## src/rtl/button_debouncer.sv

```systemverilog
// Purpose: synchronize and debounce a raw push-button, emitting press/release strobes and a press counter.
// Latency: a clean level step sampled at edge N is reflected on the outputs after edge N+DEBOUNCE_CYCLES+2.
// Backpressure: none; the block samples every cycle and its outputs are plain registered levels/strobes.
module button_debouncer #(
    parameter int unsigned DEBOUNCE_CYCLES = 1000000
) (
    input  logic       clk,
    input  logic       rst,
    input  logic       btn,
    output logic       btn_level,
    output logic       press_pulse,
    output logic       release_pulse,
    output logic [3:0] press_count
);

    localparam int unsigned CW = $clog2(DEBOUNCE_CYCLES + 1);
    localparam logic [CW-1:0] CNT_MAX = CW'(DEBOUNCE_CYCLES - 1);

    typedef enum logic [1:0] {
        RELEASED     = 2'd0,
        PRESS_WAIT   = 2'd1,
        PRESSED      = 2'd2,
        RELEASE_WAIT = 2'd3
    } state_t;

    logic [1:0]    sync_q;
    logic          btn_sync;

    state_t        state_q, state_d;
    logic [CW-1:0] cnt_q, cnt_d;
    logic          level_q, level_d;
    logic          press_q, press_d;
    logic          release_q, release_d;
    logic [3:0]    count_q, count_d;

    assign btn_sync = sync_q[1];

    // Two-flop synchronizer for the asynchronous button level.
    always_ff @(posedge clk) begin
        if (rst) begin
            sync_q <= 2'b00;
        end else begin
            sync_q <= {sync_q[0], btn};
        end
    end

    // Next-state logic: a level change is accepted only after DEBOUNCE_CYCLES stable samples.
    always_comb begin
        state_d   = state_q;
        cnt_d     = cnt_q;
        level_d   = level_q;
        press_d   = 1'b0;
        release_d = 1'b0;
        count_d   = count_q;
        unique case (state_q)
            RELEASED: begin
                if (btn_sync) begin
                    state_d = PRESS_WAIT;
                    cnt_d   = '0;
                end
            end
            PRESS_WAIT: begin
                if (!btn_sync) begin
                    state_d = RELEASED;
                    cnt_d   = '0;
                end else if (cnt_q == CNT_MAX) begin
                    state_d = PRESSED;
                    cnt_d   = '0;
                    level_d = 1'b1;
                    press_d = 1'b1;
                    count_d = count_q + 4'd1;
                end else begin
                    cnt_d = cnt_q + 1'b1;
                end
            end
            PRESSED: begin
                if (!btn_sync) begin
                    state_d = RELEASE_WAIT;
                    cnt_d   = '0;
                end
            end
            RELEASE_WAIT: begin
                if (btn_sync) begin
                    state_d = PRESSED;
                    cnt_d   = '0;
                end else if (cnt_q == CNT_MAX) begin
                    state_d   = RELEASED;
                    cnt_d     = '0;
                    level_d   = 1'b0;
                    release_d = 1'b1;
                end else begin
                    cnt_d = cnt_q + 1'b1;
                end
            end
            default: begin
                state_d = RELEASED;
                cnt_d   = '0;
            end
        endcase
    end

    // State and output registers; reset wins over any transition, including a pulse-emitting one.
    always_ff @(posedge clk) begin
        if (rst) begin
            state_q   <= RELEASED;
            cnt_q     <= '0;
            level_q   <= 1'b0;
            press_q   <= 1'b0;
            release_q <= 1'b0;
            count_q   <= 4'd0;
        end else begin
            state_q   <= state_d;
            cnt_q     <= cnt_d;
            level_q   <= level_d;
            press_q   <= press_d;
            release_q <= release_d;
            count_q   <= count_d;
        end
    end

    assign btn_level     = level_q;
    assign press_pulse   = press_q;
    assign release_pulse = release_q;
    assign press_count   = count_q;

endmodule
```

## config.mk

```make
export PLATFORM = sky130hd
export DESIGN_NAME = button_debouncer
export DESIGN_NICKNAME = d
export VERILOG_FILES = /design/src/rtl/button_debouncer.sv
export SDC_FILE = /design/constraint.sdc
export NUM_CORES = 1
export LEC_CHECK = 0
export CAP_MARGIN = 30
export CORE_MARGIN = 2
export CORE_UTILIZATION = 35
export CTS_BUF_LIST = sky130_fd_sc_hd__clkbuf_8
export DETAILED_ROUTE_END_ITERATION = 7
export GPL_ROUTABILITY_DRIVEN = 1
export SKIP_LAST_GASP = 1
export SYNTH_ARGS = -nofsm -noshare
export SYNTH_HDL_FRONTEND = slang
export SYNTH_SLANG_ARGS = --single-unit
```

## constraint.sdc

```tcl
create_clock -name clk -period 1.7 [get_ports clk]
set_input_delay 0.17 -clock clk [delete_from_list [all_inputs] [get_ports clk]]
set_output_delay 0.17 -clock clk [all_outputs]
set_load 0.02 [all_outputs]
```

==> reports/metrics.cfg <==
[finish]
most_frequent_cells_in_the_layout=sky130_fd_sc_hd__dfxtp_1, sky130_fd_sc_hd__buf_4, sky130_fd_sc_hd__a21oi_1
layout.cells.non_filler=270
areaGrowthSynthToFinish_pct=30.7
antennaDiodeCount=0
final_layout_size_suffix_gt1_share_pct=27.5
postLayoutCellArea_sq_mm=0.00208
layout.core_utilization_pct=47.8
nets=224

[global_route]
grt_start_max_net_pins=22
grt_pass1_vias=1235
grt_use_total_pct=13.7
grt_antenna_before_repair=0
grt_pass1_wl_microns=5560
globalRoute.totalOverflow=0

[logic_synthesis]
synth_fp_nets=185
yosys_warnings=0
yosysUniqueCellTypes=43
synth-seq-cells=31
netlist_area_sq_mm=0.00159
postSynthCellCount=180
async_flop_share_pct=0
postSynth.topFlopCell=sky130_fd_sc_hd__dfxtp_1
number_of_flops_mapped_to_enable_cells_by_yosys=0
synth-seq-area-share_pct=39.0
postSynthAreaPerCell_sq_um=8.84

[timing]
clock.fmax_mhz=593
final_period_util_pct=99.1
rsz0062_at_grt=yes
worst_clock_skew_ns=0.00176
finalCriticalPeriod_ns=1.69
setup_viol_count_final=0
maxSlewViolCount=0
worst_slew_pin_slew_ns=0.397
final-hold-violation-count=0
worst_rel_slew_slack_pct=73.3
fin_tns_setup_ns=0

[pwr]
leakagePower_nw=0.808
peakVddDrop_v=0.000456
power_density_mw_per_mm2=635

[floorplan]
io_pins=10
design.die.area_sq_mm=0.00510
die-width_microns=71.4
initial_core_utilization_pct=36.6
core_area_sq_mm=0.00435
placement_rows=24
die_height_microns=71.4

[clock_tree]
clk_root_buffer_cell=sky130_fd_sc_hd__clkbuf_8
clk_path_buf_depth=2
tritoncts=done
worstSkewPairLatency_ns=0.28
cts.reportedPaths.clkPinSlew_ns=0.06
cts_made_buffers=5
ctsHtreeMaxLevel=2
cts_num_sinks=31

[setup_path]
worstSetupPathType=reg -> reg
timing.critical_path.required_ns=1.87
arrival_time_at_the_worst_endpoint_ns=1.85
critical_path.endpoint_type=register
worstPathMaxFanout=6
startpoint_type=register

[routing]
wl_per_cell_microns=12.3
avgViaCountPerCell=5.24
first_iter_violations=88
first_pass_iters=5
num_vias=1414
drc=0
antenna_violating_nets_post_route=0
routed_wirelength_microns=3330

[flow_run]
cap_viol_max_count=0

[place]
count_of_port_buffers_added_during_placement=9
globalplace.congestion=0.759
dp.final_hpwl_microns=2300
placed_cell_area_sq_mm=0.00191
placed_cells_incl_taps=258

[hold_path]
worstHoldPathType=reg -> reg

[status]
status=finished clean

[layer usage]
| layer | vias to the layer above | part of all wire [%] | global-route usage (%) |
|---|---|---|---|
| met4 | 0 | 0.96 | 4.82 |
| li1 | 730 | - | - |
| met1 | 657 | 49 | 18.4 |
| met3 | 4 | 4.1 | 4.22 |
| met2 | 23 | 46 | 20.9 |
| met5 | - | 0 | 0 |
[per-stage QoR]
stage	hold WS, ns	total power, W	worst slack [ns]
2_1_floorplan	0.298	0.000788	0.0348
3_3_place_gp	0.421	0.000815	-0.0404
3_5_place_dp	0.431	0.000815	-0.0400
4_1_cts	0.438	0.00133	-0.00144
5_1_grt	0.460	0.00138	-0.0626
6_report	0.439	0.00132	0.0147
[worst paths after layout]
path | slack [ns] | from | endpoint | cells after the start
hold / removal | 0.44 | sync_q[0]$_SDFF_PP0_ | sync_q[1]$_SDFF_PP0_ | 1
setup reg to reg | 0.01 | cnt_q[0]$_SDFFE_PP0P_ | press_count[1]$_SDFFE_PP0P_ | 6
hold reg to reg | 0.44 | sync_q[0]$_SDFF_PP0_ | sync_q[1]$_SDFF_PP0_ | 1
setup / recovery | 0.01 | cnt_q[0]$_SDFFE_PP0P_ | press_count[1]$_SDFFE_PP0P_ | 6
[final cells by class]
type                       instances  area [sq um]
multi-input combinational        135           961
inverter                           7          26.3
clock buffer                       5          68.8
tap                               52          65.1
clock inverter                     1          3.75
sequential                        31           626
timing repair buffer              39           329
fill                             414          2270
[sequential cells by signal, indices dropped and copies added (netlist names), named ones only]
signal	count
state_q	1
press_pulse	1
btn_level	1
cnt_q	20
press_count	4
release_pulse	1
sync_q	2
[where the power goes]
group / internal [W] / switching, W / leakage, nW
logic: 0.0000310 / 0.0000333 / 0.514
registers: 0.000732 / 0.00000373 / 0.252
clock network: 0.000266 / 0.000255 / 0.0413
[what timing repair did]
item | 4_1_cts | 5_1_grt
cloned | 0 | 0
hold buffers | 0 | 0
setup endpoints to repair | 3 | 15
setup buffers | 0 | 6
pin swaps | 0 | 8
gates resized for setup | 2 | 12
[worst max-delay path: stages, from the launching register on]
cell	delay, ns
sky130_fd_sc_hd__dfxtp_2	0.35
sky130_fd_sc_hd__ha_4	0.15
sky130_fd_sc_hd__and3_4	0.20
sky130_fd_sc_hd__nand3_4	0.12
sky130_fd_sc_hd__or4_4	0.53
sky130_fd_sc_hd__mux2i_1	0.17
sky130_fd_sc_hd__nor2_1	0.06
[synthesized netlist by cell type (4+ instances only)]
cell type | n | area, sq um
sky130_fd_sc_hd__a21oi_1 | 17 | 85.1
sky130_fd_sc_hd__buf_2 | 5 | 25.0
sky130_fd_sc_hd__dfxtp_1 | 31 | 621
sky130_fd_sc_hd__inv_1 | 7 | 26.3
sky130_fd_sc_hd__mux2i_1 | 11 | 110
sky130_fd_sc_hd__nand2_1 | 14 | 52.6
sky130_fd_sc_hd__nand3_1 | 13 | 65.1
sky130_fd_sc_hd__nand4_1 | 6 | 37.5
sky130_fd_sc_hd__nor2_1 | 15 | 56.3
sky130_fd_sc_hd__nor4_1 | 5 | 31.3
sky130_fd_sc_hd__o21ai_0 | 4 | 20.0
[cell families after synthesis]
group | Yosys count | synth area share [%]
AO/OA/AOI/OAI | 30 | 11.3
XOR/XNOR | 5 | 2.75
adder cells (fa/ha/maj) | 2 | 1.57
buffers and inverters | 14 | 3.70
flip-flops | 31 | 39.0
multiplexers | 12 | 7.63
AND/OR/NAND/NOR | 86 | 34.0
Power figures use the tool's default switching activity.
==> variant 1: new RTL, config.mk and constraints unchanged <==
Remove the register `press_q`: a continuous assignment takes its place, so the output `press_pulse` follows one clock earlier.
--- a/src/rtl/button_debouncer.sv
+++ b/src/rtl/button_debouncer.sv
@@ -105,18 +105,18 @@
             state_q   <= RELEASED;
             cnt_q     <= '0;
             level_q   <= 1'b0;
-            press_q   <= 1'b0;
             release_q <= 1'b0;
             count_q   <= 4'd0;
         end else begin
             state_q   <= state_d;
             cnt_q     <= cnt_d;
             level_q   <= level_d;
-            press_q   <= press_d;
             release_q <= release_d;
             count_q   <= count_d;
         end
     end
+
+    assign press_q = press_d;
 
     assign btn_level     = level_q;
     assign press_pulse   = press_q;
Behaviour: same outputs for any inputs over 10 cycles, from zero or initial values and one cycle with rst high; that may be too few to reach the edited logic, so the function may still have changed.
==> variant 1 against the unedited design <==
  * The flow now finishes with violations (setup timing)
  * Synthesized cell count up 3.9%
  * Sequential share of layout area down 4.9 points
  * Synthesized area down 4.2%
  * First-iteration DRC count decreased by 13%
  * Setup slack worse by 270 ps
  * Critical path depth up 1
  * Sequential power is 3.3% lower
  * Design area grew 15%
  * Total power is 11% higher
  * Clock power is 32% higher
  * Wire length is 23% higher
  * Sequential cell count fell by 1
  * Via count is 14% higher
==> variant 1: results <==
export IMPL_result_of_the_run="complete, but fails checks"
export IMPL_failing_checks="setup timing"
export IMPL_cpMaxStageDelayCell="or4b_4"
export IMPL_post_syn_nets=192
export IMPL_synth_cells=187
export IMPL_clock_insertion_delay_worst_skew_ps=290
export IMPL_grt_start_max_net_pins=23
export IMPL_min_path_cells=2
export IMPL_dr_pass1_iterations=4
export IMPL_post_route_cells_drive_above_1_share_pct=35.9
export IMPL_worst_ir_drop_vdd_uv=453
export IMPL_ys_top_cells_by_count="dfxtp_1, a21oi_1, nand3_1, nor2_1, o21ai_0"
export IMPL_timing_hold_worst_endpoint="sync_q[0]$_SDFF_PP0_"
export IMPL_htreeDepth=2
export IMPL_min_delay_path_class="input port to flop"
export IMPL_dpl_instance_area_um2=2080
export IMPL_crit_reg2reg_launch="cnt_q[12]$_SDFFE_PP0P_"
export IMPL_layout_skew_ps=9.82
export IMPL_max_slew_margin_rel_pct=75.4
export IMPL_fillerInstances=365
export IMPL_cp_arrival_ps=2180
export IMPL_synth_compound_gate_area_share_pct=15.3
export IMPL_grt_total_usage_pct=16.9
export IMPL_cellLeakagePower_uw=0.000959
export IMPL_first_global_vias=1507
export IMPL_netlist_cell_type_count=38
export IMPL_place_congestion=0.759
export IMPL_drt_wirelength_per_cell_um=13.4
export IMPL_slowest_delay_ps=540
export IMPL_grt_first_pass_wirelength_mm=6.59
export IMPL_cts_root_to_sink_buffers=2
export IMPL_synth_mux_area_fraction_pct=3.94
export IMPL_hpwl_after_detailed_placement_mm=2.86
export IMPL_r2r_cells=7
export IMPL_yosys_area_share_xor_xnor_pct=3.45
export IMPL_final_setup_viol_count=29
export IMPL_detail_route_wirelength_mm=4.09
export IMPL_yosysSeqAreaShare_pct=39.4
export IMPL_nets=260
export IMPL_synthAdderAreaFrac_pct=1.64
export IMPL_fin_tns_setup_ps=-5230
export IMPL_post_place_cells=289
export IMPL_final_critical_path_setup_slack_ps=-259
export IMPL_routed_via_density=5.26
export IMPL_hold_path_startpoint="btn"
export IMPL_worstPathMaxFanout=3
export IMPL_top_register="cnt_q"
export IMPL_yosys_top_cells_area="dfxtp_1, a21oi_1, nand3_1, nand4_1, o21ai_0"
export IMPL_fin_hold_ws_ps=443
export IMPL_detail_route_iter0_violations=77
export IMPL_worstReg2RegEnd="press_count[3]$_SDFFE_PP0P_"
[variant 1: changes by cell type in the layout (fill, tap and decap cells not counted), moves of 4 or more]
cell,unedited run,this run
o21ai_1,0,7
a21oi_2,0,9
nand2_1,14,9
mux2i_1,11,6
inv_1,8,12
nand4_1,6,11
buf_4,27,50
a21oi_1,17,10
buf_6,1,6
[variant 1: worst register-to-register path, stage by stage, from the launching register on]
cell     delay, ps
dfxtp_2        320
or4b_4         540
nor4_4         250
buf_4          170
buf_4          110
nand3_4         70
or3_1          330
a21oi_2        110
[variant 1: how the worst max path moves through the flow]
stage / depth (start not counted) / startpoint / endpoint
floorplan: 5 / cnt_q[12]$_SDFFE_PP0P_ / press_count[3]$_SDFFE_PP0P_
global placement: 4 / cnt_q[12]$_SDFFE_PP0P_ / press_pulse
detailed placement: 4 / cnt_q[12]$_SDFFE_PP0P_ / press_pulse
CTS: 4 / cnt_q[12]$_SDFFE_PP0P_ / press_pulse
global route: 8 / cnt_q[12]$_SDFFE_PP0P_ / cnt_q[14]$_SDFFE_PP0P_
finish: 7 / cnt_q[12]$_SDFFE_PP0P_ / press_count[3]$_SDFFE_PP0P_
[variant 1: per-layer routing]
metal,vias to the layer above,part of all wire (%),global-route usage (%)
li1,825,-,-
met5,-,0,0
met4,0,1.7,8.33
met1,748,47,22.0
met2,31,47,26.5
met3,7,4.7,3.46
[variant 1: cells by family (layout without fill, tap and decap cells)]
group,Yosys count,in the layout
buffers and inverters,18,87
adders and majority gates,2,2
and+or+nand+nor,83,83
AOI/OAI and AO/OA,42,42
muxes,6,6
DFF,30,30
xor gates and xnor gates,6,6
[variant 1: per-stage QoR]
stage | worst slack, ps | total power [uW]
finish | -259 | 1460
global route | -342 | 1520
CTS | -234 | 1470
detailed placement | -377 | 785
global placement | -373 | 784
floorplan | -97.2 | 758
[variant 1: what timing repair did]
action | CTS | global route
gates resized for setup | 11 | 21
setup buffers | 2 | 4
pin swaps | 0 | 9
hold buffers | 0 | 0
endpoints found under the setup margin | 28 | 29
gates cloned | 0 | 3
endpoints found under the hold margin | 0 | 0
[variant 1: final cells by class]
type | instances | area, um2 | area share, %
flip-flops and latches | 30 | 603 | 25.1
well taps | 50 | 62.6 | 2.61
inverters | 12 | 45.0 | 1.88
clock buffers | 8 | 110 | 4.59
repair buffers | 67 | 593 | 24.7
multi-input cells | 139 | 985 | 41.1
[variant 1: where the power goes]
group	switching, uW	total, uW	internal [uW]
clock network	278	687	409
registers	2.68	711	708
logic	37.5	66.7	29.2
==> variant 2: new RTL, same flow settings <==
Without the edit above. `DEBOUNCE_CYCLES`: 1000000 -> 250000.
--- a/src/rtl/button_debouncer.sv
+++ b/src/rtl/button_debouncer.sv
@@ -2,7 +2,7 @@
 // Latency: a clean level step sampled at edge N is reflected on the outputs after edge N+DEBOUNCE_CYCLES+2.
 // Backpressure: none; the block samples every cycle and its outputs are plain registered levels/strobes.
 module button_debouncer #(
-    parameter int unsigned DEBOUNCE_CYCLES = 1000000
+    parameter int unsigned DEBOUNCE_CYCLES = 250000
 ) (
     input  logic       clk,
     input  logic       rst,
Behaviour: no difference found for any inputs over 10 cycles, from zero or initial values and one cycle with rst high; that may be too few to reach the edited logic, so the function may still have changed.
==> variant 2 against the unedited design <==
  * The run now ends with setup timing left
  * Synthesized cell count is 11% lower
  * Setup slack lost 520 ps
  * Design area decreased by 11%
  * Maximum frequency down 24%
  * Total power is 3.5% lower
  * Synthesized area decreased by 15%
  * Sequential cell count shrank 2
  * Wire length decreased by 0.93%
  * Die area is 15% lower
  * Largest cell class unchanged
==> variant 2: results <==
export IMPL_final_critical_path_setup_slack_ps=-504
export IMPL_dpl_instance_area_um2=1690
export IMPL_worstPathMaxFanout=4
export IMPL_crit_reg2reg_launch="cnt_q[6]$_SDFFE_PP0P_"
export IMPL_r2r_cells=5
export IMPL_finish_cell_count_without_fillers=251
export IMPL_fillerInstances=365
export IMPL_failing_checks="setup timing"
export IMPL_largest_register_ffs=18
export IMPL_dr_pass1_iterations=4
export IMPL_post_route_cells_drive_above_1_share_pct=26.1
export IMPL_pre_cts_ws_ps=-611
export IMPL_synth_cells=161
export IMPL_yosys_top_cells_area="dfxtp_1, o21ai_0, nand2_1, nand3_1, xor2_1"
export IMPL_max_slew_margin_rel_pct=76.0
export IMPL_comb_power_share_pct=4.6
export IMPL_area_delta_synth_final_pct=37.1
export IMPL_worstReg2RegEnd="press_count[0]$_SDFFE_PP0P_"
export IMPL_cp_arrival_ps=2370
export IMPL_result_of_the_run="complete, but fails checks"
export IMPL_cts_repair_resize_count=8
export IMPL_cellLeakagePower_uw=0.000693
export IMPL_layout_non_clock_inverters=9
export IMPL_hpwl_after_detailed_placement_mm=2.34
export IMPL_nets=207
export IMPL_buffer_area_share_pct=17.1
export IMPL_ys_top_cells_by_count="dfxtp_1, nand2_1, o21ai_0"
export IMPL_seq_share_pct=31.5
export IMPL_layout_clock_area_share_pct=4.47
export IMPL_slowest_delay_ps=590
export IMPL_grt_first_pass_wirelength_mm=5.76
export IMPL_place_congestion=0.763
export IMPL_multi_input_logic_portion_of_the_cell_area_pct=41.9
export IMPL_detail_route_wirelength_mm=3.30
export IMPL_power_switching_uw=287
export IMPL_grt_total_usage_pct=17.3
export IMPL_yosysSeqAreaShare_pct=43.1
export IMPL_multi_input_cells=118
export IMPL_synth_most_common_cell="dfxtp_1"
export IMPL_worst_ir_drop_vdd_uv=557
export IMPL_detail_route_iter0_violations=46
export IMPL_final_setup_viol_count=27
export IMPL_grt_start_max_net_pins=15
export IMPL_first_global_vias=1288
export IMPL_routed_via_density=5.13
export IMPL_layout_skew_ps=6.58
export IMPL_register_area_um2=582
export IMPL_netlist_cell_type_count=35
export IMPL_post_syn_nets=166
export IMPL_post_place_cells=241
variant 2: power groups by stage:
stage	Clock (uW)	Combinational, uW	Sequential, uW
2_1_floorplan	0	26.1	706
5_1_grt	577	64.0	688
3_5_place_dp	0	54.4	703
4_1_cts	545	55.4	688
3_3_place_gp	0	52.4	702
6_report	529	58.1	688
variant 2: cell families after synthesis:
kind of cell / share of synthesized area (%)
DFF: 43.1
buffers and inverters: 4.36
AOI/OAI and AO/OA: 13.1
xor gates and xnor gates: 5.20
adders and majority gates: 1.86
muxes: 2.23
and+or+nand+nor: 30.2
variant 2: worst max-delay path by stage:
stage	from	end	slack (ps)	cells after the start
after floorplan	cnt_q[6]$_SDFFE_PP0P_	press_count[0]$_SDFFE_PP0P_	-500	6
after global placement	cnt_q[6]$_SDFFE_PP0P_	cnt_q[7]$_SDFFE_PP0P_	-490	6
after detailed placement	cnt_q[6]$_SDFFE_PP0P_	cnt_q[7]$_SDFFE_PP0P_	-610	6
after CTS	cnt_q[6]$_SDFFE_PP0P_	press_count[0]$_SDFFE_PP0P_	-490	5
after global routing	cnt_q[6]$_SDFFE_PP0P_	press_count[0]$_SDFFE_PP0P_	-540	5
final	cnt_q[6]$_SDFFE_PP0P_	press_count[0]$_SDFFE_PP0P_	-500	5
variant 2: routing by layer:
metal	part of all wire (%)	track usage (%)
met1	48	21.1
met2	49	29.5
met3	1.8	4.09
met4	0.70	6.12
met5	0	0
variant 2: through the flow:
stage / setup TNS, ps / utilization (%) / total power (uW)
after floorplan: -9030 / - / 732
after global placement: -10750 / 45.9 / 755
after detailed placement: -12920 / 45.9 / 757
after CTS: -9620 / 49.4 / 1290
after global routing: -11460 / 50.1 / 1330
final: -9690 / 50.1 / 1270
